[config.mk]
export PLATFORM = sky130hd
export DESIGN_NAME = l1d_axi_master_flat
export DESIGN_NICKNAME = d
export VERILOG_FILES = /design/src/rtl/l1d_axi_master_if.sv /design/src/rtl/l1d_axi_master.sv /design/src/flat_wrapper.sv
export SDC_FILE = /design/constraint.sdc
export NUM_CORES = 1
export LEC_CHECK = 0
export CAP_MARGIN = 10
export CELL_PAD_IN_SITES_DETAIL_PLACEMENT = 1
export CELL_PAD_IN_SITES_GLOBAL_PLACEMENT = 1
export CORE_MARGIN = 5
export CORE_UTILIZATION = 36
export DETAILED_ROUTE_END_ITERATION = 10
export PLACE_DENSITY = 0.85
export SYNTH_ARGS = -nofsm -noshare
export SYNTH_HDL_FRONTEND = slang
export SYNTH_SLANG_ARGS = --single-unit
[constraint.sdc]
create_clock -name clk -period 10.5 [get_ports clk]
set_clock_uncertainty 0.1 [all_clocks]
set_input_delay 2.1 -clock clk [delete_from_list [all_inputs] [get_ports clk]]
set_output_delay 2.1 -clock clk [all_outputs]
set_load 0.01 [all_outputs]
[src/rtl/l1d_axi_master_if.sv]
// l1d_axi_master_if: AXI4 read/write channels between the L1D bridge and the system bus.
interface l1d_axi_master_if #(parameter int ID_W = 4);
  logic [ID_W-1:0] ARID;
  logic [31:0]     ARADDR;
  logic [3:0]      ARLEN;
  logic [2:0]      ARSIZE;
  logic [1:0]      ARBURST;
  logic            ARVALID;
  logic            ARREADY;
  logic [ID_W-1:0] RID;
  logic [31:0]     RDATA;
  logic [1:0]      RRESP;
  logic            RLAST;
  logic            RVALID;
  logic            RREADY;
  logic [ID_W-1:0] AWID;
  logic [31:0]     AWADDR;
  logic [3:0]      AWLEN;
  logic [2:0]      AWSIZE;
  logic [1:0]      AWBURST;
  logic            AWVALID;
  logic            AWREADY;
  logic [31:0]     WDATA;
  logic [3:0]      WSTRB;
  logic            WLAST;
  logic            WVALID;
  logic            WREADY;
  logic [ID_W-1:0] BID;
  logic [1:0]      BRESP;
  logic            BVALID;
  logic            BREADY;
  modport master(
    output ARID, ARADDR, ARLEN, ARSIZE, ARBURST, ARVALID, RREADY,
    output AWID, AWADDR, AWLEN, AWSIZE, AWBURST, AWVALID, WDATA, WSTRB, WLAST, WVALID, BREADY,
    input  ARREADY, RID, RDATA, RRESP, RLAST, RVALID, AWREADY, WREADY, BID, BRESP, BVALID
  );
  modport slave(
    input  ARID, ARADDR, ARLEN, ARSIZE, ARBURST, ARVALID, RREADY,
    input  AWID, AWADDR, AWLEN, AWSIZE, AWBURST, AWVALID, WDATA, WSTRB, WLAST, WVALID, BREADY,
    output ARREADY, RID, RDATA, RRESP, RLAST, RVALID, AWREADY, WREADY, BID, BRESP, BVALID
  );
endinterface

[src/rtl/l1d_axi_master.sv]
// l1d_axi_master: L1 data cache memory port to AXI4 master (4-beat fills, single-beat uncached reads and writes).
module l1d_axi_master #(
  parameter int              ID_W       = 4,
  parameter logic [ID_W-1:0] MST_ID     = 4'd1,
  parameter logic [15:0]     UNCACHE_HI = 16'h1000
) (
  input  logic        clk,
  input  logic        rst,
  input  logic        D_req,
  input  logic [31:0] D_addr,
  input  logic        D_write,
  input  logic [31:0] D_in,
  input  logic [2:0]  D_type,
  output logic [31:0] D_out,
  output logic        D_wait,
  output logic        bus_err,
  l1d_axi_master_if.master axi
);
  localparam logic [2:0] T_BYTE  = 3'd0;
  localparam logic [2:0] T_HWORD = 3'd1;
  typedef enum logic [2:0] {IDLE, AR, R, AWW, B, DONE} state_t;
  state_t      r_state;
  logic [31:0] r_araddr, r_awaddr, r_wdata, r_rdata_q;
  logic [3:0]  r_arlen, r_wstrb;
  logic        r_arvalid, r_rready, r_awvalid, r_wvalid, r_bready, r_bus_err;
  logic        w_cacheable, w_rhs, w_bhs, w_unused;
  logic [3:0]  w_wstrb;
  logic [31:0] w_wdata;
  assign w_cacheable = D_addr[31:16] != UNCACHE_HI;
  assign w_wstrb = D_type == T_BYTE  ? 4'b0001 << D_addr[1:0] :
                   D_type == T_HWORD ? 4'b0011 << {D_addr[1], 1'b0} : 4'b1111;
  assign w_wdata = D_in << {D_addr[1:0], 3'b000};
  assign w_rhs = r_state == R && axi.RVALID && r_rready;
  assign w_bhs = r_state == B && axi.BVALID && r_bready;
  assign w_unused = ^{axi.RID, axi.BID};
  // Beat data bypasses the register so the cache sees it in the D_wait-low cycle itself.
  assign D_out   = w_rhs ? axi.RDATA : r_rdata_q;
  assign D_wait  = !(w_rhs || w_bhs);
  assign bus_err = r_bus_err;
  assign axi.ARID    = MST_ID;
  assign axi.ARADDR  = r_araddr;
  assign axi.ARLEN   = r_arlen;
  assign axi.ARSIZE  = 3'b010;
  assign axi.ARBURST = 2'b01;
  assign axi.ARVALID = r_arvalid;
  assign axi.RREADY  = r_rready;
  assign axi.AWID    = MST_ID;
  assign axi.AWADDR  = r_awaddr;
  assign axi.AWLEN   = 4'd0;
  assign axi.AWSIZE  = 3'b010;
  assign axi.AWBURST = 2'b01;
  assign axi.AWVALID = r_awvalid;
  assign axi.WDATA   = r_wdata;
  assign axi.WSTRB   = r_wstrb;
  assign axi.WLAST   = 1'b1;
  assign axi.WVALID  = r_wvalid;
  assign axi.BREADY  = r_bready;
  always_ff @(posedge clk or posedge rst)
    if (rst) begin
      r_state   <= IDLE;
      r_araddr  <= '0;
      r_arlen   <= '0;
      r_arvalid <= 1'b0;
      r_rready  <= 1'b0;
      r_awaddr  <= '0;
      r_wdata   <= '0;
      r_wstrb   <= '0;
      r_awvalid <= 1'b0;
      r_wvalid  <= 1'b0;
      r_bready  <= 1'b0;
      r_rdata_q <= '0;
      r_bus_err <= 1'b0;
    end else begin
      r_bus_err <= 1'b0;
      case (r_state)
        IDLE: if (D_req) begin
          if (D_write) begin
            r_awaddr  <= D_addr;
            r_wdata   <= w_wdata;
            r_wstrb   <= w_wstrb;
            r_awvalid <= 1'b1;
            r_wvalid  <= 1'b1;
            r_state   <= AWW;
          end else begin
            r_araddr  <= w_cacheable ? {D_addr[31:4], 4'b0000} : D_addr;
            r_arlen   <= w_cacheable ? 4'd3 : 4'd0;
            r_arvalid <= 1'b1;
            r_state   <= AR;
          end
        end
        AR: if (axi.ARREADY) begin
          r_arvalid <= 1'b0;
          r_rready  <= 1'b1;
          r_state   <= R;
        end
        R: if (w_rhs) begin
          r_rdata_q <= axi.RDATA;
          r_bus_err <= axi.RRESP != 2'b00;
          if (axi.RLAST) begin
            r_rready <= 1'b0;
            r_state  <= DONE;
          end
        end
        AWW: begin
          if (axi.AWREADY) r_awvalid <= 1'b0;
          if (axi.WREADY) r_wvalid <= 1'b0;
          if ((!r_awvalid || axi.AWREADY) && (!r_wvalid || axi.WREADY)) begin
            r_bready <= 1'b1;
            r_state  <= B;
          end
        end
        B: if (w_bhs) begin
          r_bready  <= 1'b0;
          r_bus_err <= axi.BRESP != 2'b00;
          r_state   <= DONE;
        end
        DONE: r_state <= IDLE;
        default: r_state <= IDLE;
      endcase
    end
endmodule

[src/flat_wrapper.sv]
// flat-port wrapper written by rule: the top's interface ports become plain ports
module l1d_axi_master_flat 
#(
  parameter int              ID_W       = 4,
  parameter logic [ID_W-1:0] MST_ID     = 4'd1,
  parameter logic [15:0]     UNCACHE_HI = 16'h1000
)
  (clk, rst, D_req, D_addr, D_write, D_in, D_type, D_out, D_wait, bus_err, axi_ARID, axi_ARADDR, axi_ARLEN, axi_ARSIZE, axi_ARBURST, axi_ARVALID, axi_RREADY, axi_AWID, axi_AWADDR, axi_AWLEN, axi_AWSIZE, axi_AWBURST, axi_AWVALID, axi_WDATA, axi_WSTRB, axi_WLAST, axi_WVALID, axi_BREADY, axi_ARREADY, axi_RID, axi_RDATA, axi_RRESP, axi_RLAST, axi_RVALID, axi_AWREADY, axi_WREADY, axi_BID, axi_BRESP, axi_BVALID);
  l1d_axi_master_if #(.ID_W(ID_W)) axi_i ();
  input  logic clk;
  input  logic rst;
  input  logic D_req;
  input  logic [31:0] D_addr;
  input  logic D_write;
  input  logic [31:0] D_in;
  input  logic [2:0] D_type;
  output logic [31:0] D_out;
  output logic D_wait;
  output logic bus_err;
  output wire logic [$bits(axi_i.ARID)-1:0] axi_ARID;
  output wire logic [$bits(axi_i.ARADDR)-1:0] axi_ARADDR;
  output wire logic [$bits(axi_i.ARLEN)-1:0] axi_ARLEN;
  output wire logic [$bits(axi_i.ARSIZE)-1:0] axi_ARSIZE;
  output wire logic [$bits(axi_i.ARBURST)-1:0] axi_ARBURST;
  output wire logic [$bits(axi_i.ARVALID)-1:0] axi_ARVALID;
  output wire logic [$bits(axi_i.RREADY)-1:0] axi_RREADY;
  output wire logic [$bits(axi_i.AWID)-1:0] axi_AWID;
  output wire logic [$bits(axi_i.AWADDR)-1:0] axi_AWADDR;
  output wire logic [$bits(axi_i.AWLEN)-1:0] axi_AWLEN;
  output wire logic [$bits(axi_i.AWSIZE)-1:0] axi_AWSIZE;
  output wire logic [$bits(axi_i.AWBURST)-1:0] axi_AWBURST;
  output wire logic [$bits(axi_i.AWVALID)-1:0] axi_AWVALID;
  output wire logic [$bits(axi_i.WDATA)-1:0] axi_WDATA;
  output wire logic [$bits(axi_i.WSTRB)-1:0] axi_WSTRB;
  output wire logic [$bits(axi_i.WLAST)-1:0] axi_WLAST;
  output wire logic [$bits(axi_i.WVALID)-1:0] axi_WVALID;
  output wire logic [$bits(axi_i.BREADY)-1:0] axi_BREADY;
  input wire logic [$bits(axi_i.ARREADY)-1:0] axi_ARREADY;
  input wire logic [$bits(axi_i.RID)-1:0] axi_RID;
  input wire logic [$bits(axi_i.RDATA)-1:0] axi_RDATA;
  input wire logic [$bits(axi_i.RRESP)-1:0] axi_RRESP;
  input wire logic [$bits(axi_i.RLAST)-1:0] axi_RLAST;
  input wire logic [$bits(axi_i.RVALID)-1:0] axi_RVALID;
  input wire logic [$bits(axi_i.AWREADY)-1:0] axi_AWREADY;
  input wire logic [$bits(axi_i.WREADY)-1:0] axi_WREADY;
  input wire logic [$bits(axi_i.BID)-1:0] axi_BID;
  input wire logic [$bits(axi_i.BRESP)-1:0] axi_BRESP;
  input wire logic [$bits(axi_i.BVALID)-1:0] axi_BVALID;
  assign axi_ARID = axi_i.ARID;
  assign axi_ARADDR = axi_i.ARADDR;
  assign axi_ARLEN = axi_i.ARLEN;
  assign axi_ARSIZE = axi_i.ARSIZE;
  assign axi_ARBURST = axi_i.ARBURST;
  assign axi_ARVALID = axi_i.ARVALID;
  assign axi_RREADY = axi_i.RREADY;
  assign axi_AWID = axi_i.AWID;
  assign axi_AWADDR = axi_i.AWADDR;
  assign axi_AWLEN = axi_i.AWLEN;
  assign axi_AWSIZE = axi_i.AWSIZE;
  assign axi_AWBURST = axi_i.AWBURST;
  assign axi_AWVALID = axi_i.AWVALID;
  assign axi_WDATA = axi_i.WDATA;
  assign axi_WSTRB = axi_i.WSTRB;
  assign axi_WLAST = axi_i.WLAST;
  assign axi_WVALID = axi_i.WVALID;
  assign axi_BREADY = axi_i.BREADY;
  assign axi_i.ARREADY = axi_ARREADY;
  assign axi_i.RID = axi_RID;
  assign axi_i.RDATA = axi_RDATA;
  assign axi_i.RRESP = axi_RRESP;
  assign axi_i.RLAST = axi_RLAST;
  assign axi_i.RVALID = axi_RVALID;
  assign axi_i.AWREADY = axi_AWREADY;
  assign axi_i.WREADY = axi_WREADY;
  assign axi_i.BID = axi_BID;
  assign axi_i.BRESP = axi_BRESP;
  assign axi_i.BVALID = axi_BVALID;
  l1d_axi_master #(.ID_W(ID_W), .MST_ID(MST_ID), .UNCACHE_HI(UNCACHE_HI)) u_core (.clk(clk), .rst(rst), .D_req(D_req), .D_addr(D_addr), .D_write(D_write), .D_in(D_in), .D_type(D_type), .D_out(D_out), .D_wait(D_wait), .bus_err(bus_err), .axi(axi_i));
endmodule
==> results of run 1 <==
==> worst min-delay path by stage <==
stage,cells after the start,end,slack [ns],from
global placement,1,u_core.axi.ARVALID,0.37,u_core.axi.ARVALID
floorplan,1,u_core.r_rdata_q[16],0.37,u_core.r_rdata_q[16]
global route,1,u_core.axi.ARVALID,0.43,u_core.axi.ARVALID
CTS,1,u_core.axi.ARVALID,0.40,u_core.axi.ARVALID
finish,1,u_core.axi.ARVALID,0.39,u_core.axi.ARVALID
detailed placement,1,u_core.axi.ARVALID,0.39,u_core.axi.ARVALID
==> worst max-delay path, stage by stage <==
cell and delay (ns):
clkdlybuf4s50_1 0.49, and4b_2 0.21, buf_4 0.62, mux2_2 0.42, clkdlybuf4s50_1 0.52
==> placed cells by master, fill, tap and decap left out, drive strengths merged, types with 2 or more instances in the layout <==
master,instances
o21ai,29
clkinvlp,5
nor2,16
clkdlybuf4s50,253
nor2b,2
o31ai,4
o2bb2ai,8
clkinv,4
nand3b,4
and4b,3
or2,2
a21oi,8
a22o,2
nand2,11
a211oi,2
mux2,148
buf,5
nand2b,4
mux2i,32
nor4,3
inv,9
dfrtp,142
clkbuf,19
nor4b,2
conb,25
==> registers in the layout, indices dropped and copies added (netlist names) <==
signal	cells
u_core.axi.WDATA	32
u_core.bus_err	1
u_core.axi.WSTRB	4
u_core.axi.WVALID	1
u_core.axi.BREADY	1
u_core.axi.AWADDR	32
u_core.axi.ARADDR	32
u_core.axi.ARVALID	1
u_core.r_rdata_q	32
u_core.axi.RREADY	1
u_core.r_state	3
u_core.axi.ARLEN	1
u_core.axi.AWVALID	1
==> where the power goes <==
part,switching [mW],total (mW),internal (mW)
Sequential,0.151,0.942,0.791
Combinational,0.450,1.16,0.710
Clock,0.237,0.563,0.326
==> logic make-up (layout without fill, tap and decap cells) <==
kind of cell | after synthesis | in the layout | share of synthesized area [%]
multiplexers | 180 | 180 | 30.2
flip-flops | 142 | 142 | 53.2
buffers and inverters | 62 | 296 | 5.90
AO/OA/AOI/OAI | 59 | 59 | 5.45
AND/OR/NAND/NOR | 55 | 55 | 5.09
other | 2 | 25 | 0.112
==> per-stage QoR <==
stage          power [mW]  setup WS [ns]  hold slack [ns]
2_1_floorplan        1.45           4.49            0.373
3_3_place_gp         2.06           3.98            0.367
3_5_place_dp         2.12           3.94            0.385
4_1_cts              2.71           3.91            0.399
5_1_grt              2.82           3.81            0.426
6_report             2.66           3.91            0.393
==> final cells by class <==
class / count / area share [%]
inverters: 6 / 0.281
multi-input cells: 319 / 28.8
well taps: 229 / 2.92
flip-flops and latches: 142 / 36.2
repair buffers: 258 / 26.2
clock inverters: 13 / 1.16
clock buffers: 19 / 4.41
==> routing by layer <==
layer  vias up  global-route usage [%]  part of all wire, %
li1       2241                       -                    -
met1      2445                    23.0                   40
met2       191                    32.7                   50
met3        30                    6.94                  7.8
met4         0                    6.49                  2.2
met5         -                       0                    0
==> flow_summary.toml, run 1 <==
[finish]
syn2layout_area_growth_pct = 46.8
antenna_cells = 0
fin_nets = 865
fillerInstances = 1869
ff_latch_area_um2 = 3550
instances_no_fill = 986
utilization_pct = 54.0
stdcell_area_um2 = 9810
multi_input_area_um2 = 2820
drive_gt1_share_pct = 25.0

[detailed_routing]
drt-total-wl_um = 20600
viasPerCell = 4.98
postRouteAntennaNets = 0
dr.pass1.iters = 4
wl_per_cell_um = 20.9
drc = 0
drtIter0Drc = 128
via_count = 4907

[sta]
slew_headroom_pct = 36.8
fmax_ghz = 0.152
setup_viol = 0
setup-tns-final_ns = 0
post-route-period-util_pct = 62.8
finalCriticalPeriod_ns = 6.59
rsz0062_at_grt = "no"
hold_viol = 0
slew_viol_final = 0
tightest_slew_ns = 0.949

[floorplan]
die_width_um = 146
die_h_um = 146
die-area_um2 = 21400
core-area_um2 = 18100
rows = 49
io_pins = 287
start_util_pct = 36.8

[placement]
hpwl_um = 15100
place_area_um2 = 9260
dp_cells = 954
io_buffers = 253
gp_congestion = 0.816

[global_route]
antenna_found_initial = 0
grt_pass1_wl_um = 32800
grt_max_degree = 74
grt_overflow = 0
grt_usage_pct = 19.4
grt_pass1_vias = 5561

[worst_setup_path]
arrival_ns = 4.39
path_max_fanout = 66
end_kind = "output pin"
cp-endpoint = "D_out[5]"
crit_type = "in2out"
rrSetupSlack_ns = 7.81
critPathRequiredTime_ns = 8.30
worstSetupStartpoint = "axi_RVALID"
rr_worst_depth = 4
r2r-end = "u_core.axi.WDATA[9]"
r2r_start = "u_core.r_state[1]"
start_kind = "primary input"

[synth]
synth_most_common_cell = "dfrtp_1"
synth.yosys.seq_area_share_pct = 53.2
syn_area_um2 = 6680
yosysWarnings = 0
async_flop_share_pct = 100
ys.flop_type = "dfrtp_1"
synth_edf_count = 0
synth.top_cell.area_share_pct = 53.2
synthTopCellsByCount = "dfrtp_1 (142), mux2_2 (137), buf_4 (32), mux2i_1 (32), o21ai_0 (29)"
synthCells = 500
ys_ff_latch = 142
synth_cell_types = 44
synthTopCellsByArea = "dfrtp_1 (53%), mux2_2 (23%), mux2i_1 (4.8%), buf_4 (3.6%), o21ai_0 (2.2%)"
syn_area_per_cell_um2 = 13.4
yosysTopAreaCell = "dfrtp_1"

[clock_tree]
cts_tree = "yes"
cts_inserted_buffers = 17
cts.htree.levels = 4
postCtsResizedCells = 0
cts_hold_buf = 0
cts_max_path_buffers = 2
clkSinkCount = 142
clockRootBuffer = "clkbuf_16"
path_clk_slew_ns = 0.06
cts_setup_buffers = 0
clk-insertion-delay-late_ns = 0.41

[pwr]
ir_worst_vdd_uv = 125
cellPowerDensity_nw_per_um2 = 272
cellLeakagePower_nw = 4.18

[flow_run]
maxCapViolCount = 0

[worst_hold_path]
min_path_type = "reg2reg"

[status]
status = "completed"
No activity file was read; power rests on OpenSTA's default activity.
==> run 2: changes to the inputs <==
- CORE_UTILIZATION: 36 -> 30
- PLACE_DENSITY: 0.85 -> 0.75
- clock period: 10.5 -> 6 ns (I/O delays scaled with it)
==> run 2 against run 1 <==
Against the previous run: via count decreased by 1.5%; flip-flop and latch count unchanged; cell area increased by 1.0%; largest power group unchanged.
==> flow_summary.toml, run 2 (same netlist as run 1, synthesis figures left out) <==
[pwr]
seqPwrFrac_pct = 35.0
power.internal_mw = 3.22
netSwitchingPower_mw = 1.48
p_comb_share_pct = 43.0
cellLeakagePower_nw = 4.20
cellPowerDensity_nw_per_um2 = 474
ir_worst_vdd_uv = 215
clock_power_share_pct = 22.0
sw_frac_of_total_pct = 31.4

[sta]
setup_viol = 0
tightest_slew_ns = 1.03
rsz0062_at_grt = "no"
hold_viol = 0
fmax_ghz = 0.208
setup-tns-final_ns = 0
finalCriticalPeriod_ns = 4.80
slew_viol_final = 0
post-route-period-util_pct = 79.9
slew_headroom_pct = 31.5

[detailed_routing]
wl_per_cell_um = 19.5
via_count = 4835
drt-total-wl_um = 20200
drc = 0
drtIter0Drc = 114
postRouteAntennaNets = 0
dr.pass1.iters = 5
viasPerCell = 4.66

[placement]
place_area_um2 = 9340
gp_congestion = 0.805
io_buffers = 253
hpwl_um = 15100

[worst_setup_path]
critPathRequiredTime_ns = 4.70
start_kind = "primary input"
path_max_fanout = 44
crit_type = "in2out"
end_kind = "output pin"
arrival_ns = 3.50

[flow_run]
maxCapViolCount = 0

[clock_tree]
cts_tree = "yes"
cts_hold_buf = 0
cts_setup_buffers = 0
cts_max_path_buffers = 2
clockRootBuffer = "clkbuf_16"
postCtsResizedCells = 0
cts_inserted_buffers = 17
path_clk_slew_ns = 0.06
clkSinkCount = 142
cts.htree.levels = 4
clk-insertion-delay-late_ns = 0.41

[global_route]
grt_overflow = 0
grt_usage_pct = 15.8
grt_pass1_vias = 5481
antenna_found_initial = 0
grt_max_degree = 111
grt_pass1_wl_um = 32500

[finish]
final_common_cell = "clkdlybuf4s50_1"
fillerInstances = 2320
fin_nets = 865
drive_gt1_share_pct = 25.1
layout_common_cells = "clkdlybuf4s50_1 (253), dfrtp_1 (142), mux2_2 (137)"
syn2layout_area_growth_pct = 48.3
antenna_cells = 0
stdcell_area_um2 = 9910

[floorplan]
rows = 54
die_width_um = 159
core-area_um2 = 21900
die-area_um2 = 25400
start_util_pct = 30.5
io_pins = 287
die_h_um = 159

[status]
status = "completed"

[worst_hold_path]
min_path_type = "reg2reg"
## run 2: cell types whose count changed in the layout (fill, tap and decap cells not counted), sizes merged
cell,previous run,this run
clkinvlp,5,3
inv,9,12
clkinv,4,3
## run 2: power groups by stage
stage	Combinational [mW]	Sequential, mW	Clock, mW
after floorplan	0.785	1.75	0
after global placement	2.00	1.62	0
final	2.02	1.64	1.03
after CTS	2.06	1.65	1.06
after detailed placement	2.05	1.66	0
after global routing	2.16	1.70	1.11
## run 2: final timing paths
check | slack, ns | depth (start not counted) | start | end
worst min register to register | 0.38 | 1 | u_core.axi.ARVALID | u_core.axi.ARVALID
worst min-delay path | 0.38 | 1 | u_core.axi.ARVALID | u_core.axi.ARVALID
worst max-delay path | 1.20 | 5 | axi_RVALID | D_out[31]
max in group asynchronous | 3.40 | 3 | rst | u_core.axi.ARADDR[2]
min in group asynchronous | 1.32 | 2 | rst | u_core.r_rdata_q[29]
worst max register to register | 3.25 | 4 | u_core.r_state[0] | u_core.axi.AWADDR[15]
## run 2: area by class of cell
cell class / count / area [µm²] / area share [%]
repair buffers: 258 / 2580 / 26.1
well taps: 280 / 350 / 3.54
flip-flops and latches: 142 / 3550 / 35.9
clock buffers: 19 / 443 / 4.47
inverters: 6 / 27.5 / 0.278
multi-input cells: 319 / 2820 / 28.5
clock inverters: 13 / 130 / 1.31
## run 2: layer usage
metal  part of all wire, %  track usage [%]
met1                    41             18.9
met2                    49             26.5
met3                   7.8             5.82
met4                   2.2             5.20
met5                     0                0
## run 2: worst max-delay path, cell delays in order
cell and delay [ns]:
clkdlybuf4s50_1 0.50, and4b_2 0.61, buf_12 0.31, mux2_2 0.37, clkdlybuf4s50_1 0.49
## run 2: metrics by stage
| stage | power (mW) | worst slack [ns] | instances | hold slack [ns] | utilization, % |
|---|---|---|---|---|---|
| global route | 4.97 | 1.11 | 1037 | 0.410 | 45.3 |
| CTS | 4.77 | 1.20 | 1037 | 0.382 | 45.3 |
| global placement | 3.62 | 1.25 | 1005 | 0.371 | 42.6 |
| finish | 4.70 | 1.20 | 1037 | 0.377 | 45.3 |
| detailed placement | 3.71 | 1.20 | 1005 | 0.368 | 42.6 |
| floorplan | 2.53 | 0.890 | 523 | 0.373 | - |
